`src/rtl/cw310_reg_aes_batch.sv`:
```
// rtl/cw310_reg_aes_batch.sv - batched crypto register block with plaintext/ciphertext FIFOs
//
// Purpose: the host loads a key and queues plaintexts over the byte-wide
// register bus. A small sequencer hands queued plaintexts to the crypto core
// one at a time and queues the results for readback. It also keeps a job
// counter, a done-timeout, sticky error flags, optional external-trigger
// gating and a flush control.
//
// Ports:
//   usb_clk        sole clock
//   reset_n_i      asynchronous active-low reset
//   reg_address    register address
//   reg_bytecnt    byte index within a register
//   read_data      combinational read data
//   write_data     write data
//   reg_read       read strobe
//   reg_write      write strobe
//   reg_addrvalid  address valid
//   exttrigger_in  asynchronous external trigger
//   I_cipherout    core result
//   I_ready        core ready
//   I_done         core done (level or pulse)
//   I_busy         core busy (status only)
//   O_key          key register
//   O_textin       head of the plaintext FIFO
//   O_start        one-cycle registered start pulse
//   O_err          OR of the sticky error flags
module cw310_reg_aes_batch #(
  parameter int         pADDR_WIDTH    = 21,
  parameter int         pBYTECNT_SIZE  = 7,
  parameter int         pPT_WIDTH      = 128,
  parameter int         pCT_WIDTH      = 128,
  parameter int         pKEY_WIDTH     = 128,
  parameter int         pDEPTH         = 8,
  parameter int         pTIMEOUT_WIDTH = 16,
  parameter int         pCRYPT_TYPE    = 2,
  parameter int         pCRYPT_REV     = 5,
  parameter logic [7:0] pIDENTIFY      = 8'h2e
) (
  input  logic                                   usb_clk,
  input  logic                                   reset_n_i,
  input  logic [pADDR_WIDTH-pBYTECNT_SIZE-1:0]   reg_address,
  input  logic [pBYTECNT_SIZE-1:0]               reg_bytecnt,
  output logic [7:0]                             read_data,
  input  logic [7:0]                             write_data,
  input  logic                                   reg_read,
  input  logic                                   reg_write,
  input  logic                                   reg_addrvalid,
  input  logic                                   exttrigger_in,
  input  logic [pCT_WIDTH-1:0]                   I_cipherout,
  input  logic                                   I_ready,
  input  logic                                   I_done,
  input  logic                                   I_busy,
  output logic [pKEY_WIDTH-1:0]                  O_key,
  output logic [pPT_WIDTH-1:0]                   O_textin,
  output logic                                   O_start,
  output logic                                   O_err
);

  localparam int RA_W      = pADDR_WIDTH - pBYTECNT_SIZE;
  localparam int AW        = $clog2(pDEPTH);
  localparam int CW        = AW + 1;
  localparam int KEY_BYTES = pKEY_WIDTH / 8;
  localparam int PT_BYTES  = pPT_WIDTH / 8;

  localparam logic [RA_W-1:0] A_IDENT  = RA_W'(8'h00);
  localparam logic [RA_W-1:0] A_TYPE   = RA_W'(8'h01);
  localparam logic [RA_W-1:0] A_REV    = RA_W'(8'h02);
  localparam logic [RA_W-1:0] A_CTRL   = RA_W'(8'h03);
  localparam logic [RA_W-1:0] A_STATUS = RA_W'(8'h04);
  localparam logic [RA_W-1:0] A_KEY    = RA_W'(8'h05);
  localparam logic [RA_W-1:0] A_TEXTIN = RA_W'(8'h06);
  localparam logic [RA_W-1:0] A_PUSH   = RA_W'(8'h07);
  localparam logic [RA_W-1:0] A_CTOUT  = RA_W'(8'h08);
  localparam logic [RA_W-1:0] A_POP    = RA_W'(8'h09);
  localparam logic [RA_W-1:0] A_JOBCNT = RA_W'(8'h0A);
  localparam logic [RA_W-1:0] A_ERR    = RA_W'(8'h0B);

  typedef enum logic [1:0] {
    S_IDLE  = 2'd0,
    S_ISSUE = 2'd1,
    S_WAIT  = 2'd2,
    S_STORE = 2'd3
  } state_t;

  state_t                      r_state;
  state_t                      w_state_nxt;

  logic                        r_run;
  logic                        r_ext_gate;
  logic [pKEY_WIDTH-1:0]       r_key;
  logic [pPT_WIDTH-1:0]        r_stage;
  logic [31:0]                 r_jobcnt;
  logic [2:0]                  r_err;
  logic                        r_start;
  logic [pTIMEOUT_WIDTH-1:0]   r_tmo;
  logic                        r_done_q;
  logic [2:0]                  r_trig_sync;

  logic [pPT_WIDTH-1:0]        r_in_mem [pDEPTH];
  logic [AW-1:0]               r_in_wr;
  logic [AW-1:0]               r_in_rd;
  logic [CW-1:0]               r_in_count;
  logic [pCT_WIDTH-1:0]        r_out_mem [pDEPTH];
  logic [AW-1:0]               r_out_wr;
  logic [AW-1:0]               r_out_rd;
  logic [CW-1:0]               r_out_count;

  // Register strobes
  logic w_wr, w_wr_ctrl, w_wr_key, w_wr_text, w_wr_push, w_wr_pop, w_wr_job, w_wr_err;
  logic w_flush;
  logic w_in_full, w_in_empty, w_out_full, w_out_empty;
  logic w_push_ok, w_push_ovf, w_pop_ok, w_pop_unf;
  logic w_done_pulse, w_trig_rise;
  logic w_in_pop, w_out_wr, w_tmo_set, w_job_inc;

  assign w_wr      = reg_write & reg_addrvalid;
  assign w_wr_ctrl = w_wr & (reg_address == A_CTRL);
  assign w_wr_key  = w_wr & (reg_address == A_KEY);
  assign w_wr_text = w_wr & (reg_address == A_TEXTIN);
  assign w_wr_push = w_wr & (reg_address == A_PUSH);
  assign w_wr_pop  = w_wr & (reg_address == A_POP);
  assign w_wr_job  = w_wr & (reg_address == A_JOBCNT);
  assign w_wr_err  = w_wr & (reg_address == A_ERR);
  // Flush is not stored: it acts on the edge that captures the CTRL write.
  assign w_flush   = w_wr_ctrl & write_data[2];

  assign w_in_full   = (r_in_count == CW'(pDEPTH));
  assign w_in_empty  = (r_in_count == '0);
  assign w_out_full  = (r_out_count == CW'(pDEPTH));
  assign w_out_empty = (r_out_count == '0);

  // Fullness is judged on the pre-edge count, so a pop by the sequencer in
  // the same cycle never makes room for the push.
  assign w_push_ok  = w_wr_push & ~w_in_full;
  assign w_push_ovf = w_wr_push & w_in_full;
  assign w_pop_ok   = w_wr_pop & ~w_out_empty;
  assign w_pop_unf  = w_wr_pop & w_out_empty;

  assign w_done_pulse = I_done & ~r_done_q;
  assign w_trig_rise  = r_trig_sync[1] & ~r_trig_sync[2];

  // Sequencer state register
  always_ff @(posedge usb_clk or negedge reset_n_i) begin
    if (!reset_n_i) r_state <= S_IDLE;
    else            r_state <= w_state_nxt;
  end

  // Sequencer next state and per-cycle actions
  always_comb begin
    w_state_nxt = r_state;
    w_in_pop    = 1'b0;
    w_out_wr    = 1'b0;
    w_tmo_set   = 1'b0;
    w_job_inc   = 1'b0;
    case (r_state)
      S_IDLE: begin
        if (r_run && !w_in_empty && !w_out_full && I_ready &&
            (!r_ext_gate || w_trig_rise))
          w_state_nxt = S_ISSUE;
      end
      S_ISSUE: w_state_nxt = S_WAIT;
      S_WAIT: begin
        if (w_done_pulse) begin
          w_out_wr    = 1'b1;
          w_state_nxt = S_STORE;
        end else if (&r_tmo) begin
          w_tmo_set   = 1'b1;
          w_in_pop    = 1'b1;
          w_state_nxt = S_IDLE;
        end
      end
      S_STORE: begin
        w_in_pop    = 1'b1;
        w_job_inc   = 1'b1;
        w_state_nxt = S_IDLE;
      end
      default: w_state_nxt = S_IDLE;
    endcase
    // A flushed job leaves no trace in the FIFOs or the job counter.
    if (w_flush) begin
      w_state_nxt = S_IDLE;
      w_in_pop    = 1'b0;
      w_out_wr    = 1'b0;
      w_job_inc   = 1'b0;
    end
  end

  // Start pulse, timeout counter, done edge detector and trigger synchroniser
  always_ff @(posedge usb_clk or negedge reset_n_i) begin
    if (!reset_n_i) begin
      r_start     <= 1'b0;
      r_tmo       <= '0;
      r_done_q    <= 1'b0;
      r_trig_sync <= '0;
    end else begin
      r_start     <= (w_state_nxt == S_ISSUE);
      r_done_q    <= I_done;
      r_trig_sync <= {r_trig_sync[1:0], exttrigger_in};
      if (r_state == S_ISSUE)     r_tmo <= '0;
      else if (r_state == S_WAIT) r_tmo <= r_tmo + 1'b1;
    end
  end

  // Host-visible control, key, staging, job counter and error flags
  always_ff @(posedge usb_clk or negedge reset_n_i) begin
    if (!reset_n_i) begin
      r_run      <= 1'b0;
      r_ext_gate <= 1'b0;
      r_key      <= '0;
      r_stage    <= '0;
      r_jobcnt   <= '0;
      r_err      <= '0;
    end else begin
      if (w_wr_ctrl) begin
        r_run      <= write_data[0];
        r_ext_gate <= write_data[1];
      end
      if (w_wr_key && r_state == S_IDLE) begin
        for (int i = 0; i < KEY_BYTES; i++)
          if (reg_bytecnt == pBYTECNT_SIZE'(i)) r_key[8*i +: 8] <= write_data;
      end
      if (w_wr_text) begin
        for (int i = 0; i < PT_BYTES; i++)
          if (reg_bytecnt == pBYTECNT_SIZE'(i)) r_stage[8*i +: 8] <= write_data;
      end
      if (w_wr_job)       r_jobcnt <= '0;
      else if (w_job_inc) r_jobcnt <= r_jobcnt + 32'd1;
      // New events win over a same-cycle clear of the same bit.
      r_err <= (r_err & ~(w_wr_err ? write_data[2:0] : 3'b000)) |
               {w_tmo_set, w_pop_unf, w_push_ovf};
    end
  end

  // Plaintext FIFO
  always_ff @(posedge usb_clk or negedge reset_n_i) begin
    if (!reset_n_i) begin
      for (int i = 0; i < pDEPTH; i++) r_in_mem[i] <= '0;
      r_in_wr    <= '0;
      r_in_rd    <= '0;
      r_in_count <= '0;
    end else if (w_flush) begin
      r_in_wr    <= '0;
      r_in_rd    <= '0;
      r_in_count <= '0;
    end else begin
      if (w_push_ok) begin
        r_in_mem[r_in_wr] <= r_stage;
        r_in_wr           <= r_in_wr + 1'b1;
      end
      if (w_in_pop) r_in_rd <= r_in_rd + 1'b1;
      case ({w_push_ok, w_in_pop})
        2'b10:   r_in_count <= r_in_count + 1'b1;
        2'b01:   r_in_count <= r_in_count - 1'b1;
        default: r_in_count <= r_in_count;
      endcase
    end
  end

  // Ciphertext FIFO
  always_ff @(posedge usb_clk or negedge reset_n_i) begin
    if (!reset_n_i) begin
      for (int i = 0; i < pDEPTH; i++) r_out_mem[i] <= '0;
      r_out_wr    <= '0;
      r_out_rd    <= '0;
      r_out_count <= '0;
    end else if (w_flush) begin
      r_out_wr    <= '0;
      r_out_rd    <= '0;
      r_out_count <= '0;
    end else begin
      if (w_out_wr) begin
        r_out_mem[r_out_wr] <= I_cipherout;
        r_out_wr            <= r_out_wr + 1'b1;
      end
      if (w_pop_ok) r_out_rd <= r_out_rd + 1'b1;
      case ({w_out_wr, w_pop_ok})
        2'b10:   r_out_count <= r_out_count + 1'b1;
        2'b01:   r_out_count <= r_out_count - 1'b1;
        default: r_out_count <= r_out_count;
      endcase
    end
  end

  // Read path: wide registers are shifted down by the byte index; indices
  // past the register width shift everything out and read 0.
  logic [pKEY_WIDTH-1:0] w_key_sh;
  logic [pPT_WIDTH-1:0]  w_text_sh;
  logic [pCT_WIDTH-1:0]  w_ct_head;
  logic [pCT_WIDTH-1:0]  w_ct_sh;
  logic [31:0]           w_job_sh;
  logic [23:0]           w_status;
  logic [23:0]           w_status_sh;
  logic [7:0]            w_rdata;

  assign w_ct_head   = w_out_empty ? '0 : r_out_mem[r_out_rd];
  assign w_status    = {4'b0000, I_busy, r_run, r_state, 8'(r_out_count), 8'(r_in_count)};
  assign w_key_sh    = r_key     >> {reg_bytecnt, 3'b000};
  assign w_text_sh   = r_stage   >> {reg_bytecnt, 3'b000};
  assign w_ct_sh     = w_ct_head >> {reg_bytecnt, 3'b000};
  assign w_job_sh    = r_jobcnt  >> {reg_bytecnt, 3'b000};
  assign w_status_sh = w_status  >> {reg_bytecnt, 3'b000};

  always_comb begin
    w_rdata = 8'h00;
    if (reg_addrvalid && reg_read) begin
      case (reg_address)
        A_IDENT:  w_rdata = pIDENTIFY;
        A_TYPE:   w_rdata = 8'(pCRYPT_TYPE);
        A_REV:    w_rdata = 8'(pCRYPT_REV);
        A_CTRL:   w_rdata = {6'b000000, r_ext_gate, r_run};
        A_STATUS: w_rdata = w_status_sh[7:0];
        A_KEY:    w_rdata = w_key_sh[7:0];
        A_TEXTIN: w_rdata = w_text_sh[7:0];
        A_CTOUT:  w_rdata = w_ct_sh[7:0];
        A_JOBCNT: w_rdata = w_job_sh[7:0];
        A_ERR:    w_rdata = {5'b00000, r_err};
        default:  w_rdata = 8'h00;
      endcase
    end
  end

  assign read_data = w_rdata;
  assign O_key     = r_key;
  assign O_textin  = r_in_mem[r_in_rd];
  assign O_start   = r_start;
  assign O_err     = |r_err;

endmodule
```
`config.mk`:
```
export PLATFORM = sky130hd
export DESIGN_NAME = cw310_reg_aes_batch
export DESIGN_NICKNAME = d
export VERILOG_FILES = /design/src/rtl/cw310_reg_aes_batch.sv
export SDC_FILE = /design/constraint.sdc
export NUM_CORES = 2
export LEC_CHECK = 0
export ABC_CLOCK_PERIOD_IN_PS = 4000
export CORE_AREA = 2 2 499 402
export DETAILED_ROUTE_END_ITERATION = 16
export DIE_AREA = 0 0 501 404
export GPL_TIMING_DRIVEN = 0
export HOLD_SLACK_MARGIN = 0.02
export PLACE_DENSITY = 0.76
export SYNTH_ARGS = -nofsm -noshare
export SYNTH_HDL_FRONTEND = slang
export SYNTH_SLANG_ARGS = --single-unit
```
`constraint.sdc`:
```
create_clock -name usb_clk -period 4 [get_ports usb_clk]
set_input_delay 0.8 -clock usb_clk [delete_from_list [all_inputs] [get_ports usb_clk]]
set_output_delay 0.8 -clock usb_clk [all_outputs]
set_load 0.01 [all_outputs]
```
==> impl_results.md <==
* Number of pins with negative max-slew slack in the final report at 0
* Area overhead of the layout relative to synthesis at 19.9%
* Final cycle utilization of the critical path at 128%
* Instance count of the mapped netlist at 7022
* CP peak stage delay at around 770 ps
* Hold Violations, Final at 0
* Dpl cells at 10055
* Synthesized Nets at roughly 7000
* Worst-case vdd ir drop at 0.000450 V
* Reg-to-reg startpoint: r_state[0]$_DFF_PN0_
* Final instance area at 130000 um2
* Mean cell area of the mapped netlist at 15.4 um2
* Shortest clock period the worst path allows after layout at roughly 5000 ps
* Crit path buffers/inverters at 4
* Fin cells at 10690
* Data arrival time of the critical path at about 4300 ps
* Number of antenna violations at the first check in global routing at 76
* Max-cap viol count at 0
* Placed Area at 116000 um2
* Chain of cells forming the critical path: clkbuf_2 > buf_1 > clkbuf_1 > nand2_1 > a211oi_4 > o21ai_2 > o32ai_4 > buf_2
* Critical Path Fanout Max at 10
* IO Pins at 432
* Overall power of the completed layout at 63.2 mW
* Violated checks: setup timing
* Slew at the pin with the worst max-slew slack at 1430 ps
* Cell at the slowest stage of the critical path: sky130_fd_sc_hd__clkbuf_1
* CTS max path bufs at 3
* Detail Placement HPWL at 257000 um
* All-Layer GR Usage at 36.2%
* Clk Tree Root Cell: sky130_fd_sc_hd__clkbuf_16
* Number of inserted filler cells in the final layout at 13526
* Class of the tightest hold or removal check: primary input to asynchronous set/reset pin
* Area of combinational cells with multiple inputs at 47300 um2
* Top cell family by delay on the critical path: buffers and inverters
* Via density per instance at 6.50
* Clock Latency Late Sink at 910 ps
* Num CTS Buffers at 224
* EDFF count, synth at 0
* Status: finished, violations left
* DRC violations left at 0
* Warning count from the yosys run at 0
* Effective utilization at floorplan at 54.9%
* Die width at 501 um
* Share of flip-flops with an asynchronous set or reset after synthesis at 100%
* Synthesized area at 108000 um2
* Count of distinct cell types in the synthesized netlist at 77
* Post-synth top area cell: sky130_fd_sc_hd__dfrtp_1
* Avg WL per Cell at 34.3 um
* Flip-flop and latch count after synthesis at 2384
* Fraction of layout instances using a drive strength above 1 at 49.8%
* Power density normalized to cell area at 487 nW/um2
* Number of antenna-violating nets in the routed design at 0
* First-pass DRT Iterations at 8
* Via count of the routed design at 69467
* Crit. End Element: output pin
* Number of global-route vias before repair at 70866
* Maximum number of pins on one net before global-route repair at 199
* Beginning of the critical path: reg_bytecnt[1]
* Overall routed net length at 367000 um
* Site Rows at 146
* Cell types occupying the most area after synthesis: sky130_fd_sc_hd__dfrtp_1 (55%), sky130_fd_sc_hd__mux2_2 (24%), sky130_fd_sc_hd__mux4_2 (10%)
* Sequential share of the synthesized area at 55.2%
* Total leakage power at 61.2 nW
* Register clock-pin slew on the reported worst setup and hold paths at 70 ps
* Kind of critical path: primary input to output pin
* Final GP Congestion at 1.07
* Die ar. at just over 200000 um2
* Critical Path Source Type: primary input
* Proportion of netlist area held by the largest area contributor at 55.2%
* Skew final at 45.5 ps
* Total number of clock tree sinks at 2384
* FF+latch area at just under 60000 um2
* H-Tree Depth at 4
* Buffers on Ports at 427
* Final setup violation count at 8
* CTS tree: yes
* Required time at the worst-slack endpoint at 3200 ps
* Slew HR at between 4 and 5%
* Main synth FF type: sky130_fd_sc_hd__dfrtp_1
* Pre-CTS setup slack at -3840 ps
* Sum of overflow across all layers after global routing at 0
* Setup repair after global routing missed its margin: yes
* Drt first-iter violations at 7334
* Die span in y at 404 um
* Final nets at 8047
* First-pass GRT wire length at approximately 520000 um
* Upper clock frequency limit at 196 MHz
* Final-layout worst hold slack at 3.17 ps
* Total core area at approximately 200000 um2
* Slack of the critical path at -1100 ps
[Yosys cell counts, types with 10 or more instances]
cell type / n
sky130_fd_sc_hd__a211oi_1: 14
sky130_fd_sc_hd__a21oi_1: 59
sky130_fd_sc_hd__a221oi_1: 82
sky130_fd_sc_hd__a222oi_1: 10
sky130_fd_sc_hd__a22oi_1: 47
sky130_fd_sc_hd__a31oi_1: 12
sky130_fd_sc_hd__buf_1: 146
sky130_fd_sc_hd__buf_2: 154
sky130_fd_sc_hd__buf_4: 31
sky130_fd_sc_hd__buf_6: 22
sky130_fd_sc_hd__clkbuf_1: 233
sky130_fd_sc_hd__clkbuf_2: 22
sky130_fd_sc_hd__dfrtp_1: 2384
sky130_fd_sc_hd__ha_1: 15
sky130_fd_sc_hd__inv_1: 18
sky130_fd_sc_hd__mux2_1: 120
sky130_fd_sc_hd__mux2_2: 2318
sky130_fd_sc_hd__mux2i_1: 121
sky130_fd_sc_hd__mux4_2: 490
sky130_fd_sc_hd__nand2_1: 144
sky130_fd_sc_hd__nand3_1: 58
sky130_fd_sc_hd__nand4_1: 22
sky130_fd_sc_hd__nor2_1: 137
sky130_fd_sc_hd__nor2b_1: 11
sky130_fd_sc_hd__nor3_1: 23
sky130_fd_sc_hd__nor4_1: 12
sky130_fd_sc_hd__o211ai_1: 15
sky130_fd_sc_hd__o21ai_0: 94
sky130_fd_sc_hd__xnor2_1: 29
sky130_fd_sc_hd__xor2_1: 26
[path summary, 6_finish.rpt]
kind / to / slack (ps) / cells after the start
max: read_data[2] / -1100 / 8
min: r_in_mem[412]$_DFFE_PN0P_ / 3 / 2
max reg2reg: r_out_mem[310]$_DFFE_PN0P_ / 0 / 9
min reg2reg: r_trig_sync[1]$_DFF_PN0_ / 360 / 0
max in group asynchronous: r_out_mem[585]$_DFFE_PN0P_ / 600 / 6
min in group usb_clk: r_trig_sync[1]$_DFF_PN0_ / 360 / 0
[power by group]
| group | total, mW | switching (mW) | internal, mW |
|---|---|---|---|
| sequential | 28.8 | 1.70 | 27.1 |
| combinational | 12.3 | 6.06 | 6.20 |
| clock | 22.1 | 9.67 | 12.5 |
[timing repair]
item | 4_1_cts | 5_1_grt
gates resized for setup | 1087 | 164
endpoints found under the setup margin | 1820 | 403
gates cloned | 8 | 3
endpoints found under the hold margin | 55 | 0
buffers inserted | 114 | 54
hold buffers | 2 | 0
pin swaps | 86 | 48
[logic make-up after synthesis]
| family | after synthesis | share of synthesized area, % |
|---|---|---|
| simple gates | 477 | 2.12 |
| flops | 2384 | 55.2 |
| xor+xnor | 55 | 0.445 |
| compound gates | 413 | 2.70 |
| fa+ha+maj | 17 | 0.211 |
| mux | 3049 | 36.7 |
| buf+inv | 627 | 2.64 |
[flip-flops by register name, indices dropped and copies added (netlist names), 4 cells and up]
signal	count
r_in_mem	1024
r_out_count	4
O_key	128
r_out_mem	1024
r_stage	128
r_tmo	16
r_in_count	4
r_jobcnt	32
[through the flow]
| step | TNS [ps] | util, % |
|---|---|---|
| floorplan | -1.69 | - |
| global placement | - | 58.8 |
| detailed placement | -2934560 | 59.0 |
| CTS | -16410 | 65.2 |
| global route | -7310 | 65.8 |
| finish | -7500 | 65.8 |
[cells in the final DEF (no fill, tap or decap), types with 53 or more instances in the layout]
cell type	n
sky130_fd_sc_hd__mux4_2	490
sky130_fd_sc_hd__nand3_1	55
sky130_fd_sc_hd__buf_1	85
sky130_fd_sc_hd__mux2_1	120
sky130_fd_sc_hd__clkbuf_2	63
sky130_fd_sc_hd__buf_4	167
sky130_fd_sc_hd__o21ai_0	57
sky130_fd_sc_hd__clkbuf_1	163
sky130_fd_sc_hd__clkbuf_8	79
sky130_fd_sc_hd__dfrtp_1	2376
sky130_fd_sc_hd__mux2i_1	76
sky130_fd_sc_hd__nor2_1	129
sky130_fd_sc_hd__clkbuf_16	262
sky130_fd_sc_hd__buf_6	53
sky130_fd_sc_hd__buf_2	146
sky130_fd_sc_hd__nand2_1	131
sky130_fd_sc_hd__buf_12	56
sky130_fd_sc_hd__clkdlybuf4s50_1	339
sky130_fd_sc_hd__mux2_2	2315
[layout make-up]
cell class	count	share of cell area [%]
antenna	51	0.0984
multi-input combinational	4012	36.5
sequential	2384	46.0
timing repair buffer	623	5.12
inverter	19	0.0550
tap	2590	2.50
clock inverter	76	0.764
clock buffer	335	5.09
buffer	600	3.89
[metal layers]
layer	track usage (%)	wire (um)
met5	0	297
met4	23.2	27200
met3	9.18	31500
met2	54.0	167000
met1	47.7	141000
No activity file was read; power rests on OpenSTA's default activity.
